**src/rtl/craps_pkg.sv**
```systemverilog
// -----------------------------------------------------------------------------
// craps_pkg
// Shared types and constants for the craps game controller.
//   state_t    : game FSM state; encodings are visible on state_out
//                (00 COMEOUT, 01 POINT, 10 WIN, 11 LOSE)
//   SUM_W      : width of the dice sum / point registers
//   SUM_*      : sums that decide the come-out roll
//   DIE_MIN/MAX: legal die face range
// -----------------------------------------------------------------------------
package craps_pkg;

    typedef enum logic [1:0] {
        ST_COMEOUT = 2'b00,
        ST_POINT   = 2'b01,
        ST_WIN     = 2'b10,
        ST_LOSE    = 2'b11
    } state_t;

    localparam int unsigned SUM_W = 4;

    localparam logic [SUM_W-1:0] SUM_SEVEN  = 4'd7;
    localparam logic [SUM_W-1:0] SUM_ELEVEN = 4'd11;
    localparam logic [SUM_W-1:0] CRAPS_2    = 4'd2;
    localparam logic [SUM_W-1:0] CRAPS_3    = 4'd3;
    localparam logic [SUM_W-1:0] CRAPS_12   = 4'd12;

    localparam logic [2:0] DIE_MIN = 3'd1;
    localparam logic [2:0] DIE_MAX = 3'd6;

endpackage

```
**src/rtl/roll_edge_sync.sv**
```systemverilog
// -----------------------------------------------------------------------------
// roll_edge_sync
// Synchronises the asynchronous roll button and emits a one-cycle strobe on
// each rising edge. The strobe is registered, so it appears SYNC_STAGES+1
// clocks after the button edge. A held button produces a single strobe.
// Ports:
//   clk      : system clock
//   rst      : asynchronous active-low reset
//   roll     : raw button level (asynchronous)
//   roll_evt : one-cycle strobe per press
// -----------------------------------------------------------------------------
module roll_edge_sync #(
    parameter int unsigned SYNC_STAGES = 2
) (
    input  logic clk,
    input  logic rst,
    input  logic roll,
    output logic roll_evt
);

    logic [SYNC_STAGES-1:0] r_sync;
    logic                   r_prev;
    logic                   r_evt;

    always_ff @(posedge clk or negedge rst) begin
        if (!rst) begin
            r_sync <= '0;
            r_prev <= 1'b0;
            r_evt  <= 1'b0;
        end else begin
            r_sync <= {r_sync[SYNC_STAGES-2:0], roll};
            r_prev <= r_sync[SYNC_STAGES-1];
            r_evt  <= r_sync[SYNC_STAGES-1] & ~r_prev;
        end
    end

    assign roll_evt = r_evt;

endmodule

```
**src/rtl/craps_game_ctrl.sv**
```systemverilog
// -----------------------------------------------------------------------------
// craps_game_ctrl
// Plays one game of craps per sequence of roll presses: come-out roll, point
// phase, win/lose, then the next press starts a new game.
// Configuration macro: CRAPS_STATS_EN builds the win/loss tally registers;
// without it win_count/loss_count are constant 0.
// Ports:
//   clk, rst        : clock, asynchronous active-low reset
//   roll            : raw roll button (asynchronous)
//   dice1, dice2    : die values from the roller, legal 1..6
//   state_out       : current game state
//   sum, point      : last accepted sum, established point (0 = none)
//   win, lose       : high while in WIN / LOSE
//   reroll          : one-cycle pulse when a press was rejected
//   roll_count      : accepted rolls in this game (saturating)
//   win_count       : games won since reset (saturating)
//   loss_count      : games lost since reset (saturating)
// -----------------------------------------------------------------------------
module craps_game_ctrl
    import craps_pkg::*;
#(
    parameter int unsigned SYNC_STAGES = 2,
    parameter int unsigned CNT_W       = 8
) (
    input  logic             clk,
    input  logic             rst,
    input  logic             roll,
    input  logic [2:0]       dice1,
    input  logic [2:0]       dice2,
    output logic [1:0]       state_out,
    output logic [SUM_W-1:0] sum,
    output logic [SUM_W-1:0] point,
    output logic             win,
    output logic             lose,
    output logic             reroll,
    output logic [CNT_W-1:0] roll_count,
    output logic [CNT_W-1:0] win_count,
    output logic [CNT_W-1:0] loss_count
);

    state_t           r_state, w_state_nxt;
    logic [SUM_W-1:0] r_sum, w_sum_nxt;
    logic [SUM_W-1:0] r_point, w_point_nxt;
    logic [CNT_W-1:0] r_roll_cnt, w_roll_cnt_nxt;
    logic             r_reroll, w_reroll_nxt;

    logic             w_roll_evt;
    logic [SUM_W-1:0] w_dice_sum;
    logic             w_dice_ok;

    roll_edge_sync #(
        .SYNC_STAGES(SYNC_STAGES)
    ) u_sync (
        .clk      (clk),
        .rst      (rst),
        .roll     (roll),
        .roll_evt (w_roll_evt)
    );

    assign w_dice_sum = {1'b0, dice1} + {1'b0, dice2};
    assign w_dice_ok  = (dice1 >= DIE_MIN) && (dice1 <= DIE_MAX) &&
                        (dice2 >= DIE_MIN) && (dice2 <= DIE_MAX);

    always_ff @(posedge clk or negedge rst) begin
        if (!rst) begin
            r_state    <= ST_COMEOUT;
            r_sum      <= '0;
            r_point    <= '0;
            r_roll_cnt <= '0;
            r_reroll   <= 1'b0;
        end else begin
            r_state    <= w_state_nxt;
            r_sum      <= w_sum_nxt;
            r_point    <= w_point_nxt;
            r_roll_cnt <= w_roll_cnt_nxt;
            r_reroll   <= w_reroll_nxt;
        end
    end

    always_comb begin
        w_state_nxt    = r_state;
        w_sum_nxt      = r_sum;
        w_point_nxt    = r_point;
        w_roll_cnt_nxt = r_roll_cnt;
        w_reroll_nxt   = 1'b0;

        if (w_roll_evt) begin
            if (r_state == ST_WIN || r_state == ST_LOSE) begin
                // New game: dice are ignored, sum is kept for display.
                w_state_nxt    = ST_COMEOUT;
                w_point_nxt    = '0;
                w_roll_cnt_nxt = '0;
            end else if (!w_dice_ok) begin
                w_reroll_nxt = 1'b1;
            end else begin
                w_sum_nxt = w_dice_sum;
                if (r_roll_cnt != '1) w_roll_cnt_nxt = r_roll_cnt + 1'b1;
                if (r_state == ST_COMEOUT) begin
                    if (w_dice_sum == SUM_SEVEN || w_dice_sum == SUM_ELEVEN)
                        w_state_nxt = ST_WIN;
                    else if (w_dice_sum == CRAPS_2 || w_dice_sum == CRAPS_3 ||
                             w_dice_sum == CRAPS_12)
                        w_state_nxt = ST_LOSE;
                    else begin
                        w_point_nxt = w_dice_sum;
                        w_state_nxt = ST_POINT;
                    end
                end else begin
                    if (w_dice_sum == r_point)
                        w_state_nxt = ST_WIN;
                    else if (w_dice_sum == SUM_SEVEN)
                        w_state_nxt = ST_LOSE;
                end
            end
        end
    end

`ifdef CRAPS_STATS_EN
    logic [CNT_W-1:0] r_win_cnt;
    logic [CNT_W-1:0] r_loss_cnt;
    logic             w_enter_win;
    logic             w_enter_lose;

    assign w_enter_win  = (w_state_nxt == ST_WIN)  && (r_state != ST_WIN);
    assign w_enter_lose = (w_state_nxt == ST_LOSE) && (r_state != ST_LOSE);

    always_ff @(posedge clk or negedge rst) begin
        if (!rst) begin
            r_win_cnt  <= '0;
            r_loss_cnt <= '0;
        end else begin
            if (w_enter_win && r_win_cnt != '1)   r_win_cnt  <= r_win_cnt + 1'b1;
            if (w_enter_lose && r_loss_cnt != '1) r_loss_cnt <= r_loss_cnt + 1'b1;
        end
    end

    assign win_count  = r_win_cnt;
    assign loss_count = r_loss_cnt;
`else
    assign win_count  = '0;
    assign loss_count = '0;
`endif

    assign state_out  = r_state;
    assign sum        = r_sum;
    assign point      = r_point;
    assign win        = (r_state == ST_WIN);
    assign lose       = (r_state == ST_LOSE);
    assign reroll     = r_reroll;
    assign roll_count = r_roll_cnt;

endmodule

```
**config.mk**
```make
export PLATFORM = sky130hd
export DESIGN_NAME = craps_game_ctrl
export DESIGN_NICKNAME = d
export VERILOG_FILES = /design/src/rtl/craps_pkg.sv /design/src/rtl/roll_edge_sync.sv /design/src/rtl/craps_game_ctrl.sv
export SDC_FILE = /design/constraint.sdc
export NUM_CORES = 1
export LEC_CHECK = 0
export BUFFER_PORTS_ARGS = -buffer_cell sky130_fd_sc_hd__buf_2
export CAP_MARGIN = 20
export CELL_PAD_IN_SITES_DETAIL_PLACEMENT = 1
export CELL_PAD_IN_SITES_GLOBAL_PLACEMENT = 1
export CORE_MARGIN = 2
export CORE_UTILIZATION = 35
export DETAILED_ROUTE_END_ITERATION = 16
export GPL_TIMING_DRIVEN = 0
export PLACE_DENSITY_LB_ADDON = 0.1
export SLEW_MARGIN = 20
export SYNTH_ARGS = -nofsm -noshare
export SYNTH_HDL_FRONTEND = slang
export SYNTH_SLANG_ARGS = --single-unit
```
**constraint.sdc**
```tcl
create_clock -name clk -period 1.95 [get_ports clk]
set_clock_uncertainty 0.05 [all_clocks]
set_input_delay 0.0975 -clock clk [delete_from_list [all_inputs] [get_ports clk]]
set_output_delay 0.0975 -clock clk [all_outputs]
set_load 0.1 [all_outputs]
```
==> summary.txt, run 1 <==
Synthesis
  – Top_reg_cell synth: dfrtp_1
  – Synthesized area: 1561 um^2
  – Top cell type's share of synthesized area: 0.3686
  – Synth area leader: dfrtp_1
  – Syn Inst Count: 164
  – Top cells by area, synth: dfrtp_1 37%, buf_4 7.7%, a221o_1 3.2%
  – Post-synthesis register bit count: 23
  – Sequential share of the synthesized area: 0.3686
  – Ys async rst share: 1.000
  – Post-synth EDFFs: 0
  – Mapped Avg Cell Area: 9.521 um^2
  – Synth warn: 0
  – Post-synth cell types: 52

Clock tree
  – Clk root buf: clkbuf_8
  – Inserted Clock Buffers: 3
  – Worst-path clk slew: 90 ps
  – H-tree depth: 1
  – # clock sinks: 23
  – Clock Tree Buf Depth: 2
  – Clk Latency, worst-skew pair: 270 ps
  – CTS tree: done

Critical path
  – Crit path max fanout: 4
  – Critical Path RT: 2080 ps
  – Arrival time worst endpoint: 2150 ps
  – Crit end category: flop
  – Setup crit start kind: flop
  – Critical setup path kind: reg2reg

Pwr
  – LEAKAGE: about 0.00095 uW
  – Total power: ~3400 uW
  – Largest vdd supply drop: 1.432 mV
  – Pwr per Cell Area: 1621 nW/um^2

Routing
  – Residual DRC: 0
  – Initial DRC count: 33
  – WL final: between 4 and 5 mm
  – Antenna viol nets, final: 0
  – Drt pass-1 iters: 4
  – Total vias in the final route: around 1400
  – Routed len/inst: 15.64 um
  – Vias per cell: 5.262

Global route
  – GRT Total Usage: 0.1763
  – Initial antenna violation count: 0
  – Pin count of the biggest net entering global routing: 24
  – GR Overflow Total: 0
  – Wire length of the first global-routing pass: between 7 and 8 mm
  – Number of global-route vias before repair: 1521

Worst hold path
  – Worst min path class: in2reg

Die
  – Die Span Y: a little over 70 um
  – Width of the die: between 70 and 80 um
  – Die ar.: 5012 um^2
  – Starting density of the core: 0.3611
  – # rows: 24
  – Core ar.: around 4300 um^2
  – I/O pin total: 46

STA
  – Slew HR: 0.6182
  – Tmin final: 2023 ps
  – Final WS setup: -72.53 ps
  – Final Cycle Share: 1.037
  – RSZ-0062 raised after global routing: yes
  – Setup tns final: -91.35 ps
  – Final Hold Viols: 0
  – Max Fclk: 494.4 MHz
  – Slew @ Worst Pin: 572.7 ps
  – Final Slew Violations: 0
  – Setup violators final: 2

Cells and area
  – Final std cells w/o fill: roughly 280
  – Leading cell type in the layout, fill and taps excluded: buf_4
  – Layout area overhead: 35.42%
  – Nets: 238
  – Highest-count cells in the layout ignoring fill and taps: 30 x buf_4, 28 x buf_2, 16 x conb_1
  – Share of cells above drive strength 1: 0.4439
  – Ant. Diodes: 0
  – Core Util, Final: 0.4890

Job
  – MaxCap Viol Count: 0

Outcome
  – Failing checks: negative setup slack
  – Status: finished with violations

Placement
  – Placer Congestion: 0.7561
  – Dpl hpwl: 3.097 mm
  – Cells after DPL: 260
  – Port bufs: 29
## registers in the layout, summed over array words and instances, names as in the netlist
| signal | count |
|---|---|
| roll_count | 8 |
| u_sync.r_prev | 1 |
| u_sync.r_sync | 2 |
| reroll | 1 |
| u_sync.roll_evt | 1 |
| sum | 4 |
| point | 4 |
| state_out | 2 |
## final timing paths
kind | from | to | slack [ps] | cells past startpoint
hold / removal | dice1[0] | sum[0] | 250 | 3
hold reg to reg | u_sync.r_sync[0] | u_sync.r_sync[1] | 310 | 0
setup reg to reg | roll_count[1] | roll_count[7] | -70 | 6
setup / recovery | roll_count[1] | roll_count[7] | -70 | 6
min in group asynchronous | rst | roll_count[1] | 290 | 2
max in group asynchronous | rst | state_out[1] | 1130 | 2
## Yosys cell counts, types with 2 or more instances
| master | instances |
|---|---|
| and3_1 | 5 |
| a31oi_1 | 2 |
| nor4_1 | 3 |
| a21oi_1 | 6 |
| o211ai_1 | 6 |
| buf_2 | 2 |
| nor3b_1 | 4 |
| inv_1 | 13 |
| clkbuf_1 | 3 |
| buf_4 | 16 |
| and2_1 | 2 |
| nor2b_1 | 4 |
| o21ai_0 | 2 |
| o311ai_0 | 2 |
| nand2_1 | 9 |
| a211o_1 | 2 |
| ha_1 | 4 |
| xor2_1 | 3 |
| o31ai_1 | 2 |
| or3_1 | 3 |
| mux2i_1 | 3 |
| a221o_1 | 5 |
| dfrtp_1 | 23 |
| mux2_2 | 2 |
| nor2_1 | 8 |
| nand3_1 | 3 |
| nor3_1 | 2 |
## repair_timing
action                     4_1_cts  5_1_grt
setup endpoints to repair        8       15
hold buffers                     2        0
setup buffers                    7        4
pin swaps                        2        9
gates resized for setup          7       12
hold endpoints to repair        24        0
## per-stage QoR
step | setup slack, ps | hold slack [ps] | instance area (um^2)
4_1_cts | -65.12 | 305.5 | 2053
5_1_grt | -130.4 | 251.6 | 2115
2_1_floorplan | -240.2 | -248.1 | 1690
3_5_place_dp | -572.6 | 64.11 | 1901
6_report | -72.53 | 252.7 | 2115
3_3_place_gp | -498.6 | 58.51 | 1901
## power breakdown
part,leakage [uW],internal [uW],switching (uW),total (uW)
logic,0.000683,631,1690,2320
registers,0.000241,636,165,801
clock network,0.0000255,143,165,308
## layout make-up
class | instances | area [um^2]
Clock inverter | 1 | 5.005
Buffer | 19 | 136.4
Multi-Input combinational cell | 122 | 970.9
Timing Repair Buffer | 42 | 252.7
Sequential cell | 23 | 594.3
Inverter | 13 | 48.80
Tap cell | 52 | 65.06
Clock buffer | 3 | 41.29
Fill cell | 520 | 2210
## cells by family (layout without fill, tap and decap cells)
logic type / count (synthesis) / in the layout / synth area share
simple gates: 54 / 54 / 0.2059
flops: 23 / 23 / 0.3686
xor+xnor: 4 / 4 / 0.02244
fa+ha+maj: 6 / 6 / 0.05208
other cells: 1 / 16 / 0.002402
compound gates: 37 / 37 / 0.1931
mux: 5 / 5 / 0.03365
buf+inv: 34 / 78 / 0.1218
## per-layer routing
metal | vias to the layer above | GRT usage | part of all wire
li1 | 689 | - | -
met1 | 733 | 0.2122 | 0.43
met2 | 23 | 0.3261 | 0.54
met3 | 2 | 0.02707 | 0.029
met4 | 0 | 0.04612 | 0.0047
met5 | - | 0 | 0
## worst max-delay path, stage by stage (launching register included)
cell and delay (ps):
dfrtp_4 500, ha_4 170, and3_4 180, and3_4 170
or3_4 350, or4_4 410, o211ai_1 100
Power figures use the tool's default switching activity.
==> inputs of run 2 (changes only) <==
Settings changed: CORE_MARGIN 2 to default.
==> run 2 against run 1 <==
Effect of this change: the run still ends with negative setup slack left; die area fell by 5.6%; maximum frequency is 1.4% higher; first-iteration DRC count rose by 48%; wire length rose by 2.4%; global-route usage grew 1.4 points; worst setup slack improved by 27 ps; count of clock-buffer cells in the layout did not move.
==> summary.txt, run 2 (synthesized netlist as in run 1, its figures left out) <==
Outcome
  – Status: finished with violations
  – Failing checks: negative setup slack

Clock tree
  – CTS tree: done
  – Clock Tree Buf Depth: 2 (unchanged)
  – # clock sinks: 23 (unchanged)
  – Clk Latency, worst-skew pair: 260 ps (about the same)
  – Inserted Clock Buffers: 3 (unchanged)
  – Clk root buf: clkbuf_8
  – H-tree depth: 1 (unchanged)
  – Worst-path clk slew: 90 ps (about the same)

Placement
  – Dpl hpwl: 3.110 mm (+0.42%)
  – Cells after DPL: 258 (-0.77%)
  – Placer Congestion: 0.7940 (+5.0%)
  – Dpl cell area: 1898 um^2 (-0.13%)
  – Port bufs: 29 (unchanged)

Routing
  – Residual DRC: 0 (unchanged)
  – Total vias in the final route: 1455 (+0.55%)
  – Drt pass-1 iters: 4 (unchanged)
  – Antenna viol nets, final: 0 (unchanged)
  – Initial DRC count: 49 (+48%)
  – Routed len/inst: 16.14 um (+3.2%)
  – Vias per cell: 5.330 (+1.3%)
  – WL final: 4.405 mm (+2.4%)

Pwr
  – Internal power: 1395 uW (-1.1%)
  – Sw frac: 0.5909 (+0.002134)
  – LEAKAGE: 0.0009501 uW (about the same)
  – Pwr per Cell Area: 1590 nW/um^2 (-1.9%)
  – Flop pwr share: 0.232 (-0.002)
  – Switch Pwr: 2014 uW (-0.18%)
  – Clock share of power: 0.091 (about the same)
  – Combinational Power Share: 0.678 (+0.002)
  – Largest vdd supply drop: 0.8502 mV (-41%)

Critical path
  – Setup crit start kind: flop
  – Reg2reg path depth: 6 (unchanged)
  – R2r setup slk: -50 ps (+30 ps)
  – Critical R2R Capture: roll_count[7]
  – Crit end category: flop
  – CP Launch Point: roll_count[1]
  – Critical setup path kind: reg2reg
  – Arrival time worst endpoint: 2130 ps (-20 ps)
  – Crit path max fanout: 5 (+1)
  – Critical Path RT: 2080 ps (about the same)
  – Launch point of the worst reg-to-reg path: roll_count[1]

STA
  – Slew @ Worst Pin: 580.0 ps (+7.340 ps)
  – Max Fclk: 501.2 MHz (+1.4%)
  – Tmin final: 1995 ps (-27.43 ps)
  – Setup violators final: 1 (-1)
  – Final Slew Violations: 0 (unchanged)
  – Final Cycle Share: 1.023 (-0.01407)
  – Slew HR: 0.6133 (-0.004894)
  – Final WS setup: -45.09 ps (+27.43 ps)
  – Final Hold Viols: 0 (unchanged)
  – RSZ-0062 raised after global routing: yes
  – WHS: 249.6 ps (-3.136 ps)

Die
  – Width of the die: 68.80 um (-2.8%)
  – Die Span Y: 68.80 um (-2.8%)
  – I/O pin total: 46 (unchanged)
  – Die ar.: 4733 um^2 (-5.6%)
  – Starting density of the core: 0.3768 (+0.01570)
  – # rows: 23 (-4.2%)
  – Core ar.: 4144 um^2 (-4.2%)

Global route
  – Initial antenna violation count: 0 (unchanged)
  – Number of global-route vias before repair: 1425 (-6.3%)
  – GR Overflow Total: 0 (unchanged)
  – GRT Total Usage: 0.1906 (+0.01432)
  – Wire length of the first global-routing pass: 6.630 mm (-7.5%)
  – Pin count of the biggest net entering global routing: 24 (unchanged)

Cells and area
  – Leading cell type in the layout, fill and taps excluded: buf_2
  – Post-Layout Inst Area: 2145 um^2 (+1.4%)
  – Max FFs per register: 8 (unchanged)
  – Layout area overhead: 37.34%
  – Final std cells w/o fill: 273 (-0.73%)
  – Highest-count cells in the layout ignoring fill and taps: 29 x buf_2, 28 x buf_4, 16 x conb_1
  – Nets: 238 (unchanged)
  – Ant. Diodes: 0 (unchanged)
  – Share of cells above drive strength 1: 0.4395 (-0.004484)

Worst hold path
  – Hold path endpoint: sum[0]
  – Worst min path class: in2reg
  – Hold Startpoint: dice1[0]
  – Hold path cells: 3 (unchanged)

Job
  – MaxCap Viol Count: 0 (unchanged)
[run 2: cell counts in the layout (fill, tap and decap cells not counted)]
No cell type changed its count.
[run 2: routing by layer]
metal | vias up | wire [um] | global-route usage
li1 | 684 | - | -
met1 | 736 | 1869 | 0.2121
met2 | 31 | 2372 | 0.3689
met3 | 4 | 126 | 0.02632
met4 | 0 | 37 | 0.05867
met5 | - | 0 | 0
[run 2: how the worst max path moves through the flow]
stage	to	depth (start not counted)	slack, ps
CTS	roll_count[7]	6	-50
detailed placement	state_out[0]	10	-540
global route	roll_count[7]	6	-110
global placement	state_out[0]	10	-460
floorplan	roll_count[7]	6	-240
finish	roll_count[7]	6	-50
[run 2: worst max-delay path: stages (launching register included)]
cell	delay (ps)
dfrtp_4	500
ha_4	160
and3_4	180
and3_4	170
or3_4	360
or4_1	400
o211ai_1	90
[run 2: cell type report]
| cell class | instances | area (um^2) |
|---|---|---|
| inverter | 13 | 48.80 |
| sequential | 23 | 594.3 |
| buffer | 20 | 147.6 |
| timing repair buffer | 41 | 242.7 |
| tap | 50 | 62.56 |
| multi-input combinational | 122 | 1002 |
| clock buffer | 3 | 41.29 |
| fill | 494 | 1999 |
| clock inverter | 1 | 5.005 |
[run 2: through the flow]
stage          TNS [ps]  power (uW)  setup WS [ps]    util
6_report         -45.09        3409         -45.09  0.5175
2_1_floorplan    -494.9        2562         -240.2       -
3_3_place_gp      -1848        2860         -464.9  0.4580
4_1_cts          -46.42        3346         -46.42  0.4912
5_1_grt          -378.1        3578         -109.0  0.5175
3_5_place_dp      -2213        2905         -543.0  0.4580
[run 2: repair_timing]
item                                    CTS  global route
setup buffers                             7             3
hold buffers                              2             0
gates resized for setup                   5            12
pin swaps                                 2             8
endpoints found under the setup margin    7            12
hold endpoints to repair                 24             0
[run 2: power by group through the flow]
stage | sequential (uW) | combinational [uW] | clock (uW)
after floorplan | 1750 | 817 | 0
after global placement | 796 | 2060 | 0
after detailed placement | 806 | 2100 | 0
after CTS | 791 | 2230 | 321
after global routing | 813 | 2430 | 340
final | 790 | 2310 | 309
